`src/rtl/imem_loader_pkg.sv`:
```
// imem_loader_pkg: shared FSM state type and frame constants for the instruction memory loader.
package imem_loader_pkg;
  typedef enum logic [2:0] {IDLE, LEN_LO, LEN_HI, DATA, CHECK, DONE, ERROR} state_t;
  localparam int HDR_BYTES = 2;
endpackage

```
`src/rtl/imem_loader_if.sv`:
```
// imem_loader_if: host byte stream, control/status and memory write port of the loader.
interface imem_loader_if #(parameter int ADDR_W = 64);
  logic              start;
  logic              byte_valid;
  logic [7:0]        byte_data;
  logic              byte_ready;
  logic              mem_we;
  logic [ADDR_W-1:0] mem_addr;
  logic [7:0]        mem_wdata;
  logic              cpu_hold;
  logic              done;
  logic              error;
  modport master (output start, byte_valid, byte_data,
                  input  byte_ready, mem_we, mem_addr, mem_wdata, cpu_hold, done, error);
  modport slave  (input  start, byte_valid, byte_data,
                  output byte_ready, mem_we, mem_addr, mem_wdata, cpu_hold, done, error);
endinterface

```
`src/rtl/byte_stream_checksum.sv`:
```
// byte_stream_checksum: running XOR of accepted bytes with synchronous clear and enable.
module byte_stream_checksum (
  input  logic       clk,
  input  logic       reset,
  input  logic       clr,
  input  logic       en,
  input  logic [7:0] din,
  output logic [7:0] acc
);
  logic [7:0] acc_q, acc_d;
  always_comb acc_d = clr ? 8'h00 : en ? acc_q ^ din : acc_q;
  always_ff @(posedge clk or posedge reset)
    if (reset) acc_q <= 8'h00;
    else acc_q <= acc_d;
  assign acc = acc_q;
endmodule

```
`src/rtl/imem_loader.sv`:
```
// imem_loader: receives a length/data/checksum byte frame and writes the payload into instruction memory.
module imem_loader
  import imem_loader_pkg::*;
#(
  parameter int MEM_BYTES = 16,
  parameter int ADDR_W    = 64
) (
  input logic         clk,
  input logic         reset,
  imem_loader_if.slave bus
);
  state_t            state_q, state_d;
  logic [7:0]        len_lo_q, len_lo_d, mem_wdata_q, mem_wdata_d, chk;
  logic [15:0]       n_q, n_d, n_new;
  logic [17:0]       cnt_q, cnt_d, len4;
  logic [ADDR_W-1:0] mem_addr_q, mem_addr_d;
  logic              byte_ready_q, byte_ready_d, cpu_hold_q, cpu_hold_d;
  logic              done_q, done_d, error_q, error_d, mem_we_q, mem_we_d;
  logic              take, clr, en, oversize;

  byte_stream_checksum u_chk (.clk, .reset, .clr, .en, .din(bus.byte_data), .acc(chk));

  assign take     = bus.byte_valid && byte_ready_q;
  assign n_new    = {bus.byte_data, len_lo_q};
  // byte count kept at 18 bits so 4*N cannot alias below MEM_BYTES
  assign len4     = {n_new, 2'b00};
  assign oversize = len4 > 18'(MEM_BYTES);

  always_comb begin
    state_d     = state_q;
    len_lo_d    = len_lo_q;
    n_d         = n_q;
    cnt_d       = cnt_q;
    done_d      = done_q;
    error_d     = error_q;
    mem_we_d    = 1'b0;
    mem_addr_d  = mem_addr_q;
    mem_wdata_d = mem_wdata_q;
    clr         = 1'b0;
    en          = 1'b0;
    case (state_q)
      IDLE, DONE, ERROR: if (bus.start) begin
        state_d = LEN_LO;
        done_d  = 1'b0;
        error_d = 1'b0;
        cnt_d   = '0;
        clr     = 1'b1;
      end
      LEN_LO: if (take) begin
        len_lo_d = bus.byte_data;
        state_d  = LEN_HI;
      end
      LEN_HI: if (take) begin
        n_d     = n_new;
        error_d = oversize;
        state_d = oversize ? ERROR : (n_new == 16'd0) ? CHECK : DATA;
      end
      DATA: if (take) begin
        mem_we_d    = 1'b1;
        mem_addr_d  = ADDR_W'(cnt_q);
        mem_wdata_d = bus.byte_data;
        en          = 1'b1;
        cnt_d       = cnt_q + 18'd1;
        state_d     = (cnt_q == {n_q, 2'b00} - 18'd1) ? CHECK : DATA;
      end
      CHECK: if (take) begin
        done_d  = bus.byte_data == chk;
        error_d = bus.byte_data != chk;
        state_d = (bus.byte_data == chk) ? DONE : ERROR;
      end
      default: state_d = IDLE;
    endcase
    byte_ready_d = state_d inside {LEN_LO, LEN_HI, DATA, CHECK};
    cpu_hold_d   = byte_ready_d;
  end

  always_ff @(posedge clk or posedge reset)
    if (reset) begin
      state_q      <= IDLE;
      len_lo_q     <= '0;
      n_q          <= '0;
      cnt_q        <= '0;
      done_q       <= 1'b0;
      error_q      <= 1'b0;
      mem_we_q     <= 1'b0;
      mem_addr_q   <= '0;
      mem_wdata_q  <= '0;
      byte_ready_q <= 1'b0;
      cpu_hold_q   <= 1'b0;
    end else begin
      state_q      <= state_d;
      len_lo_q     <= len_lo_d;
      n_q          <= n_d;
      cnt_q        <= cnt_d;
      done_q       <= done_d;
      error_q      <= error_d;
      mem_we_q     <= mem_we_d;
      mem_addr_q   <= mem_addr_d;
      mem_wdata_q  <= mem_wdata_d;
      byte_ready_q <= byte_ready_d;
      cpu_hold_q   <= cpu_hold_d;
    end

  assign bus.byte_ready = byte_ready_q;
  assign bus.cpu_hold   = cpu_hold_q;
  assign bus.done       = done_q;
  assign bus.error      = error_q;
  assign bus.mem_we     = mem_we_q;
  assign bus.mem_addr   = mem_addr_q;
  assign bus.mem_wdata  = mem_wdata_q;
endmodule

```
`src/flat_wrapper.sv`:
```
// flat-port wrapper written by rule: the top's interface ports become plain ports
module imem_loader_flat import imem_loader_pkg::*;
#(
  parameter int MEM_BYTES = 16,
  parameter int ADDR_W    = 64
)
  (clk, reset, bus_start, bus_byte_valid, bus_byte_data, bus_byte_ready, bus_mem_we, bus_mem_addr, bus_mem_wdata, bus_cpu_hold, bus_done, bus_error);
  imem_loader_if #(.ADDR_W(ADDR_W)) bus_i ();
  input logic clk;
  input logic reset;
  input wire logic [$bits(bus_i.start)-1:0] bus_start;
  input wire logic [$bits(bus_i.byte_valid)-1:0] bus_byte_valid;
  input wire logic [$bits(bus_i.byte_data)-1:0] bus_byte_data;
  output wire logic [$bits(bus_i.byte_ready)-1:0] bus_byte_ready;
  output wire logic [$bits(bus_i.mem_we)-1:0] bus_mem_we;
  output wire logic [$bits(bus_i.mem_addr)-1:0] bus_mem_addr;
  output wire logic [$bits(bus_i.mem_wdata)-1:0] bus_mem_wdata;
  output wire logic [$bits(bus_i.cpu_hold)-1:0] bus_cpu_hold;
  output wire logic [$bits(bus_i.done)-1:0] bus_done;
  output wire logic [$bits(bus_i.error)-1:0] bus_error;
  assign bus_i.start = bus_start;
  assign bus_i.byte_valid = bus_byte_valid;
  assign bus_i.byte_data = bus_byte_data;
  assign bus_byte_ready = bus_i.byte_ready;
  assign bus_mem_we = bus_i.mem_we;
  assign bus_mem_addr = bus_i.mem_addr;
  assign bus_mem_wdata = bus_i.mem_wdata;
  assign bus_cpu_hold = bus_i.cpu_hold;
  assign bus_done = bus_i.done;
  assign bus_error = bus_i.error;
  imem_loader #(.MEM_BYTES(MEM_BYTES), .ADDR_W(ADDR_W)) u_core (.clk(clk), .reset(reset), .bus(bus_i));
endmodule
```
`config.mk`:
```
export PLATFORM = sky130hd
export DESIGN_NAME = imem_loader_flat
export DESIGN_NICKNAME = d
export VERILOG_FILES = /design/src/rtl/imem_loader_pkg.sv /design/src/rtl/imem_loader_if.sv /design/src/rtl/byte_stream_checksum.sv /design/src/rtl/imem_loader.sv /design/src/flat_wrapper.sv
export SDC_FILE = /design/constraint.sdc
export NUM_CORES = 1
export LEC_CHECK = 0
export ABC_AREA = 0
export CORE_UTILIZATION = 35
export CTS_CLUSTER_DIAMETER = 60
export DETAILED_ROUTE_END_ITERATION = 8
export GPL_TIMING_DRIVEN = 0
export PLACE_DENSITY_LB_ADDON = 0.25
export SLEW_MARGIN = 30
export SYNTH_ARGS = -nofsm -noshare
export SYNTH_HDL_FRONTEND = slang
export SYNTH_HIERARCHICAL = 1
export SYNTH_SLANG_ARGS = --single-unit
```
`constraint.sdc`:
```
create_clock -name clk -period 7.2 [get_ports clk]
set_clock_uncertainty 0.2 [all_clocks]
set_input_delay 1.8 -clock clk [delete_from_list [all_inputs] [get_ports clk]]
set_output_delay 1.8 -clock clk [all_outputs]
set_load 0.1 [all_outputs]
```
==> impl_table.tex, run 1 <==
\begin{tabular}{lr}
\hline
Metric & Value \\
\hline
\multicolumn{2}{l}{\textbf{CTS}} \\
Max Root-Sink Buffers & 2 \\
TritonCTS Buffers & 9 \\
Root buf cell & sky130\_fd\_sc\_hd\_\_clkbuf\_16 \\
Worst-path clk slew & 0.06 ns \\
Quantity of hold-fixing buffers added after cts & 0 \\
Count of cells resized by post-cts repair & 0 \\
H-Tree Level Count & 3 \\
Number of buffers added for setup after CTS & 0 \\
TritonCTS clock tree & done \\
Later-pin clock latency in the skew report & 0.34 ns \\
Clock Sinks & 83 \\
\multicolumn{2}{l}{\textbf{Layout}} \\
Most common library cell in the layout ignoring fill and taps & sky130\_fd\_sc\_hd\_\_dfrtp\_1 \\
Register area & 2080 sq um \\
Area used by multi-input combinational logic & 2200 sq um \\
Antenna Cells & 0 \\
Layout cells sized above 1 & 24.3\% \\
Fillers & 1203 \\
Nets@finish & 545 \\
Most frequent cells in the layout & sky130\_fd\_sc\_hd\_\_dfrtp\_1, sky130\_fd\_sc\_hd\_\_mux2\_2, sky130\_fd\_sc\_hd\_\_buf\_4 \\
Layout area overhead & 25.9\% \\
\multicolumn{2}{l}{\textbf{Synth}} \\
Yosys warns & 6 \\
Number of enable flip-flop cells after synthesis & 0 \\
Commonest register cell after synthesis & sky130\_fd\_sc\_hd\_\_dfrtp\_1 \\
Avg Cell Area, Syn & 10.6 sq um \\
Summed instance area of the synthesized netlist & 4570 sq um \\
Async S/R FF share, synth & 100\% \\
FF+latch count, synth & 83 \\
Share of the yosys chip area belonging to registers & 45.4\% \\
Unique masters post-synth & 50 \\
Gate count after technology mapping & 432 \\
\multicolumn{2}{l}{\textbf{Global routing}} \\
Total GRT Usage & 15.5\% \\
Overflow left after global routing & 0 \\
Initial antenna violation count & 0 \\
First-pass GRT wire length & 15900 um \\
Vias in the first global route & 3138 \\
Pin count of the biggest net entering global routing & 44 \\
\multicolumn{2}{l}{\textbf{Worst setup path}} \\
Worst Setup End Kind & flip-flop \\
Max stage delay on crit path & 0.60 ns \\
CP Max Fanout & 7 \\
Critical path class & in2reg \\
Reg-to-reg startpoint & u\_core/n\_q[0] \\
Total buffers and inverters traversed by the critical path & 1 \\
R2R depth & 9 \\
R2R setup slack & 3.87 ns \\
Critical path required time & 7.22 ns \\
Critical Path Slowest Stage Cell & sky130\_fd\_sc\_hd\_\_clkdlybuf4s50\_1 \\
Crit Reg-Reg Endpoint & u\_core/bus.cpu\_hold \\
Top Family by Delay on Critical Path & simple AND/OR/NAND/NOR gates \\
Ordered list of cells on the worst path & clkdlybuf4s50\_1, xor2\_1, nor4\_1, and4\_1, or3\_1, o21ai\_0, a311oi\_1, o211ai\_1, mux2\_4 \\
Crit path DAT & 4.37 ns \\
Startpoint Class & input pin \\
\multicolumn{2}{l}{\textbf{STA}} \\
Setup repair after global routing missed its margin & false \\
Relative slew slack & 34.9\% \\
Setup TNS & 0 ns \\
Setup violators final & 0 \\
Max-slew violation total from the final report & 0 \\
Post-layout minimum cycle time & 4.35 ns \\
Tightest Pin Transition & 0.973 ns \\
Final period utilization & 60.4\% \\
Count of endpoints failing hold in the final timing report & 0 \\
Maximum clock rate & 230 MHz \\
\multicolumn{2}{l}{\textbf{Drt}} \\
DRC marker count from the first detailed-route iteration & 160 \\
DRT Pass-1 Iters & 4 \\
Total Wirelength & 9780 um \\
Post-route DRC & 0 \\
Total number of vias & 3415 \\
Wire length per cell & 13.8 um \\
Drt via density & 4.82 \\
Post-route ant nets & 0 \\
\multicolumn{2}{l}{\textbf{Floorplanning}} \\
Area of the core & 12700 sq um \\
Number of rows in the core area & 41 \\
Area enclosed by the die boundary & 13500 sq um \\
X dimension of the die & 116 um \\
Top-level port count & 89 \\
Die extent in y & 116 um \\
Starting density of the core & 36.1\% \\
\multicolumn{2}{l}{\textbf{Power and ir drop}} \\
PnR Total Power & 2.37 mW \\
Power per unit of standard cell area & 412 nW/um\^{}2 \\
Switching pwr & 1.04 mW \\
Leakage dissipation & 2.60 nW \\
Proportion of power drawn by the clock network & 22.5\% \\
Share of total power consumed by net switching & 43.8\% \\
Sequential power share & 31.0\% \\
VDD IR max & 0.216 mV \\
Internal power contribution & 1.33 mW \\
Logic pwr share & 46.5\% \\
\multicolumn{2}{l}{\textbf{Worst hold path}} \\
Endpoint of the worst hold path & u\_core/bus.mem\_addr[8] \\
Worst hold path startpoint & u\_core/bus.mem\_addr[8] \\
Hold depth & 1 \\
Hold WC Path Type & reg2reg \\
\multicolumn{2}{l}{\textbf{Run}} \\
Max-cap violations & 0 \\
\multicolumn{2}{l}{\textbf{Place}} \\
DPL Wire Length & 7150 um \\
Number of input and output port buffers inserted & 42 \\
Routability cong. & 0.852 \\
\multicolumn{2}{l}{\textbf{Outcome}} \\
Result of the run & finished, final reports clean \\
\hline
\end{tabular}
## worst max path at each step
stage	cells past startpoint	endpoint	startpoint
6_report	9	u_core/bus.cpu_hold	bus_byte_data[2]
5_1_grt	9	u_core/bus.cpu_hold	bus_byte_data[2]
4_1_cts	9	u_core/bus.cpu_hold	bus_byte_data[2]
3_5_place_dp	9	u_core/bus.cpu_hold	bus_byte_data[2]
3_3_place_gp	2	u_core/bus.mem_we	reset
2_1_floorplan	1	u_core/bus.cpu_hold	reset
## layer usage
layer	global-route usage (%)	wire length, um	up-vias
met2	24.6	4600	96
met5	0	0	-
met1	20.5	4560	1664
met4	7.01	164	0
met3	2.96	452	10
li1	-	-	1645
## registers in the layout, summed over array words and instances, names as in the netlist
signal                cells
u_core/bus.error          1
u_core/bus.done           1
u_core/bus.mem_addr      18
u_core/bus.cpu_hold       1
u_core/u_chk/acc          8
u_core/cnt_q             18
u_core/state_q            3
u_core/bus.mem_wdata      8
u_core/n_q               16
u_core/len_lo_q           8
u_core/bus.mem_we         1
## Yosys cell counts (2+ instances only)
library cell / count / area, sq um
sky130_fd_sc_hd__a31oi_1: 7 / 43.8
sky130_fd_sc_hd__o2111ai_1: 3 / 26.3
sky130_fd_sc_hd__or4_1: 2 / 15.0
sky130_fd_sc_hd__nand3_1: 14 / 70.1
sky130_fd_sc_hd__nor4_1: 8 / 50.1
sky130_fd_sc_hd__o31a_1: 2 / 17.5
sky130_fd_sc_hd__nand2b_1: 5 / 31.3
sky130_fd_sc_hd__nor2_1: 30 / 113
sky130_fd_sc_hd__ha_1: 2 / 25.0
sky130_fd_sc_hd__nor3_1: 6 / 30.0
sky130_fd_sc_hd__mux2_2: 48 / 541
sky130_fd_sc_hd__xnor2_1: 14 / 123
sky130_fd_sc_hd__clkbuf_1: 11 / 41.3
sky130_fd_sc_hd__nand2_1: 22 / 82.6
sky130_fd_sc_hd__and4_1: 5 / 43.8
sky130_fd_sc_hd__or3_1: 5 / 31.3
sky130_fd_sc_hd__o22ai_1: 2 / 12.5
sky130_fd_sc_hd__xor2_1: 26 / 228
sky130_fd_sc_hd__o21ai_0: 14 / 70.1
sky130_fd_sc_hd__o221ai_1: 2 / 17.5
sky130_fd_sc_hd__and3_1: 5 / 31.3
sky130_fd_sc_hd__buf_6: 2 / 22.5
sky130_fd_sc_hd__a21bo_1: 2 / 20.0
sky130_fd_sc_hd__dfrtp_1: 83 / 2080
sky130_fd_sc_hd__a21oi_1: 16 / 80.1
sky130_fd_sc_hd__buf_4: 47 / 353
sky130_fd_sc_hd__a21bo_2: 6 / 60.1
sky130_fd_sc_hd__nand3b_1: 10 / 75.1
sky130_fd_sc_hd__inv_1: 8 / 30.0
sky130_fd_sc_hd__and2_1: 2 / 12.5
sky130_fd_sc_hd__buf_1: 2 / 7.51
sky130_fd_sc_hd__nand4_1: 3 / 18.8
## power by group through the flow
stage	Clock [mW]	Sequential [mW]	Combinational, mW
after detailed placement	0	0.742	1.10
after global routing	0.568	0.756	1.18
after CTS	0.548	0.734	1.10
after global placement	0	0.735	1.07
after floorplan	0	0.958	0.646
final	0.534	0.733	1.10
## stage by stage
stage	instances	cell area (sq um)	hold WS, ns	setup slack, ns	util, %
2_1_floorplan	477	4740	0.277	3.29	-
3_3_place_gp	691	5380	0.292	1.97	42.4
3_5_place_dp	692	5400	0.296	2.49	42.6
4_1_cts	708	5750	0.310	2.85	45.4
5_1_grt	708	5750	0.330	2.69	45.4
6_report	708	5750	0.305	2.85	45.4
## layout make-up
| class | count | area share, % |
|---|---|---|
| timing repair buffer | 43 | 7.66 |
| inverter | 9 | 0.631 |
| clock buffer | 10 | 4.15 |
| buffer | 63 | 7.46 |
| clock inverter | 6 | 1.94 |
| multi-input combinational | 322 | 38.3 |
| sequential | 83 | 36.1 |
| tap | 172 | 3.74 |
## logic make-up (layout without fill, tap and decap cells)
kind of cell / after synthesis / after routing / share of synthesized area (%)
multiplexers: 49 / 49 / 12.2
XOR/XNOR: 40 / 40 / 7.67
buffers and inverters: 72 / 131 / 10.1
AND/OR/NAND/NOR: 122 / 122 / 14.6
other: 1 / 46 / 0.0820
flip-flops: 83 / 83 / 45.4
AO/OA/AOI/OAI: 63 / 63 / 9.36
adder cells (fa/ha/maj): 2 / 2 / 0.547
No activity file was read; power rests on OpenSTA's default activity.
==> run 2: changes to the inputs <==
==> constraint.sdc (replaced) <==
create_clock -name clk -period 4.4 [get_ports clk]
set_clock_uncertainty 0.2 [all_clocks]
set_input_delay 1.1 -clock clk [delete_from_list [all_inputs] [get_ports clk]]
set_output_delay 1.1 -clock clk [all_outputs]
set_load 0.1 [all_outputs]
==> results of run 2 <==
The final DEF is identical to that of run 1. Status: finished, final reports clean.
Main changes from that run: setup slack after placement 2.49 ns -> 0.394 ns; setup slack after layout 2.85 ns -> 0.749 ns; register-to-register setup slack 3.87 ns -> 1.07 ns; total power 2.37 mW -> 3.88 mW; worst IR drop on VDD 0.216 mV -> 0.354 mV
==> run 3: changes to the inputs <==
==> constraint.sdc (replaced) <==
create_clock -name clk -period 3.3 [get_ports clk]
set_clock_uncertainty 0.2 [all_clocks]
set_input_delay 0.825 -clock clk [delete_from_list [all_inputs] [get_ports clk]]
set_output_delay 0.825 -clock clk [all_outputs]
set_load 0.1 [all_outputs]
==> run 3 against run 2 <==
Core utilization grew 0.88 points. Flip-flop and latch count is the same. Clock-buffer cell count is the same. First-iteration DRC count fell by 0.63%. Die area stayed put. Hold slack about the same. Global-route usage grew 0.078 points. Critical path type is now reg2reg. Largest cell class unchanged. Largest power group unchanged.
==> impl_table.tex, run 3 (same netlist as run 1, synthesis figures left out) <==
\begin{tabular}{lr}
\hline
Metric & Value \\
\hline
\multicolumn{2}{l}{\textbf{Outcome}} \\
Result of the run & finished, final reports clean \\
\multicolumn{2}{l}{\textbf{Global routing}} \\
Pin count of the biggest net entering global routing & 44 (unchanged) \\
Vias in the first global route & 3170 (+1.0\%) \\
Overflow left after global routing & 0 (unchanged) \\
First-pass GRT wire length & 16000 um (+0.43\%) \\
Initial antenna violation count & 0 (unchanged) \\
Total GRT Usage & 15.5\% (+0.078 points) \\
\multicolumn{2}{l}{\textbf{Worst setup path}} \\
CP Max Fanout & 4 (-3) \\
R2R depth & 11 (+2) \\
Critical path required time & 3.32 ns \\
Crit Reg-Reg Endpoint & u\_core/bus.cpu\_hold \\
Reg-to-reg startpoint & u\_core/n\_q[0] \\
Ordered list of cells on the worst path & inv\_2, ha\_4, or4b\_4, or4\_4, nor4\_1, a2111oi\_4, o2111ai\_2, o31ai\_2, buf\_4, buf\_4, mux2\_4 \\
Total buffers and inverters traversed by the critical path & 3 (+2) \\
Startpoint Class & flip-flop \\
Top Family by Delay on Critical Path & simple AND/OR/NAND/NOR gates \\
Critical path class & reg2reg \\
R2R setup slack & 0.09 ns \\
Critical Path Slowest Stage Cell & sky130\_fd\_sc\_hd\_\_or4\_4 \\
Max stage delay on crit path & 0.58 ns (-0.02 ns) \\
Most prevalent standard cell on the critical path & sky130\_fd\_sc\_hd\_\_buf\_4 \\
Cell depth of the worst setup path & 11 (+2) \\
Worst Setup End Kind & flip-flop \\
Crit path DAT & 3.23 ns \\
\multicolumn{2}{l}{\textbf{Run}} \\
Max-cap violations & 0 (unchanged) \\
\multicolumn{2}{l}{\textbf{Power and ir drop}} \\
Switching pwr & 2.34 mW \\
Proportion of power drawn by the clock network & 22.0\% (-0.5 points) \\
VDD IR max & 0.473 mV \\
Share of total power consumed by net switching & 44.2\% \\
Internal power contribution & 2.96 mW \\
Logic pwr share & 47.8\% (+1.3 points) \\
Power per unit of standard cell area & 904 nW/um\^{}2 \\
PnR Total Power & 5.30 mW \\
Leakage dissipation & 2.65 nW (+1.7\%) \\
Sequential power share & 30.2\% (-0.8 points) \\
\multicolumn{2}{l}{\textbf{Layout}} \\
Most common library cell in the layout ignoring fill and taps & sky130\_fd\_sc\_hd\_\_dfrtp\_1 \\
Layout cells sized above 1 & 27.2\% (+3.0 points) \\
Nets@finish & 549 (+0.73\%) \\
Layout area overhead & 28.3\% \\
Antenna Cells & 0 (unchanged) \\
Most frequent cells in the layout & sky130\_fd\_sc\_hd\_\_dfrtp\_1, sky130\_fd\_sc\_hd\_\_buf\_4, sky130\_fd\_sc\_hd\_\_mux2\_2 \\
\multicolumn{2}{l}{\textbf{STA}} \\
Relative slew slack & 34.9\% (about the same) \\
Max-slew violation total from the final report & 0 (unchanged) \\
Setup TNS & 0 ns (unchanged) \\
Tightest Pin Transition & 0.973 ns (-0.0000261 ns) \\
Setup violators final & 0 (unchanged) \\
Count of endpoints failing hold in the final timing report & 0 (unchanged) \\
Post-layout minimum cycle time & 3.21 ns \\
Final period utilization & 97.3\% \\
Maximum clock rate & 312 MHz \\
\multicolumn{2}{l}{\textbf{Drt}} \\
Drt via density & 4.87 (+1.0\%) \\
Total Wirelength & 10100 um (+3.2\%) \\
Post-route ant nets & 0 (unchanged) \\
Total number of vias & 3469 (+1.6\%) \\
DRC marker count from the first detailed-route iteration & 159 (-0.63\%) \\
Met1 wire length & 4590 um (+0.75\%) \\
Post-route DRC & 0 (unchanged) \\
Highest metal layer with signal wires & met4 \\
DRT Pass-1 Iters & 4 (unchanged) \\
Amount of wire on met3 after detailed routing & 503 um (+11\%) \\
Wire length per cell & 14.2 um (+2.6\%) \\
Met2 Wirelength & 4720 um (+2.7\%) \\
\multicolumn{2}{l}{\textbf{Floorplanning}} \\
Starting density of the core & 36.1\% (unchanged) \\
Area enclosed by the die boundary & 13500 sq um (unchanged) \\
X dimension of the die & 116 um (unchanged) \\
Die extent in y & 116 um (unchanged) \\
Area of the core & 12700 sq um (unchanged) \\
Top-level port count & 89 (unchanged) \\
Number of rows in the core area & 41 (unchanged) \\
\multicolumn{2}{l}{\textbf{Place}} \\
Number of input and output port buffers inserted & 42 (unchanged) \\
DPL Wire Length & 7150 um (unchanged) \\
Routability cong. & 0.852 (unchanged) \\
\multicolumn{2}{l}{\textbf{Worst hold path}} \\
Endpoint of the worst hold path & u\_core/bus.mem\_wdata[4] \\
Hold depth & 1 (unchanged) \\
Hold WC Path Type & reg2reg \\
Worst hold path startpoint & u\_core/bus.mem\_wdata[4] \\
\multicolumn{2}{l}{\textbf{CTS}} \\
Root buf cell & sky130\_fd\_sc\_hd\_\_clkbuf\_16 \\
Clock Sinks & 83 (unchanged) \\
H-Tree Level Count & 3 (unchanged) \\
Max Root-Sink Buffers & 2 (unchanged) \\
TritonCTS Buffers & 9 (unchanged) \\
TritonCTS clock tree & done \\
Later-pin clock latency in the skew report & 0.34 ns (about the same) \\
Worst-path clk slew & 0.06 ns (about the same) \\
\hline
\end{tabular}
run 3: area by class of cell:
type                       instances  area, sq um
clock inverter                     6          111
buffer                            63          429
fill                            1184         6810
clock buffer                      10          239
multi-input combinational        322         2280
sequential                        83         2080
inverter                           9         36.3
tap                              172          215
timing repair buffer              47          474
run 3: worst max-delay path by stage:
stage,start,end,slack (ns)
finish,u_core/n_q[0],u_core/bus.cpu_hold,0.09
global route,u_core/n_q[1],u_core/bus.cpu_hold,-0.02
CTS,bus_byte_data[3],u_core/bus.cpu_hold,0.02
detailed placement,bus_byte_data[2],u_core/bus.cpu_hold,-0.43
global placement,reset,u_core/bus.mem_we,-0.96
floorplan,u_core/n_q[0],u_core/bus.cpu_hold,0.27
run 3: power groups by stage:
| stage | Combinational [mW] | Sequential [mW] | Clock [mW] |
|---|---|---|---|
| floorplan | 1.41 | 2.09 | 0 |
| global placement | 2.34 | 1.60 | 0 |
| detailed placement | 2.40 | 1.62 | 0 |
| CTS | 2.42 | 1.60 | 1.20 |
| global route | 2.70 | 1.65 | 1.24 |
| finish | 2.53 | 1.60 | 1.17 |
run 3: per-stage QoR:
stage	hold slack, ns	utilization [%]	setup slack (ns)	cells	instance area [sq um]
2_1_floorplan	0.277	-	0.272	477	4740
3_3_place_gp	0.292	42.4	-0.958	691	5380
3_5_place_dp	0.296	42.6	-0.431	692	5400
4_1_cts	0.310	45.5	0.0223	709	5770
5_1_grt	0.330	46.3	-0.0218	712	5860
6_report	0.305	46.3	0.0899	712	5860
run 3: per-layer routing:
metal	GRT usage, %	up-vias
met1	20.5	1677
met3	2.49	17
li1	-	1647
met4	8.12	0
met5	0	-
met2	24.7	128
run 3: repair_timing:
item                                    in CTS  in global routing
setup buffers                                1                  3
hold endpoints to repair                     0                  0
gates resized for setup                      3                 15
endpoints found under the setup margin       1                  1
gates cloned                                 0                  0
pin swaps                                    3                  5
hold buffers                                 0                  0
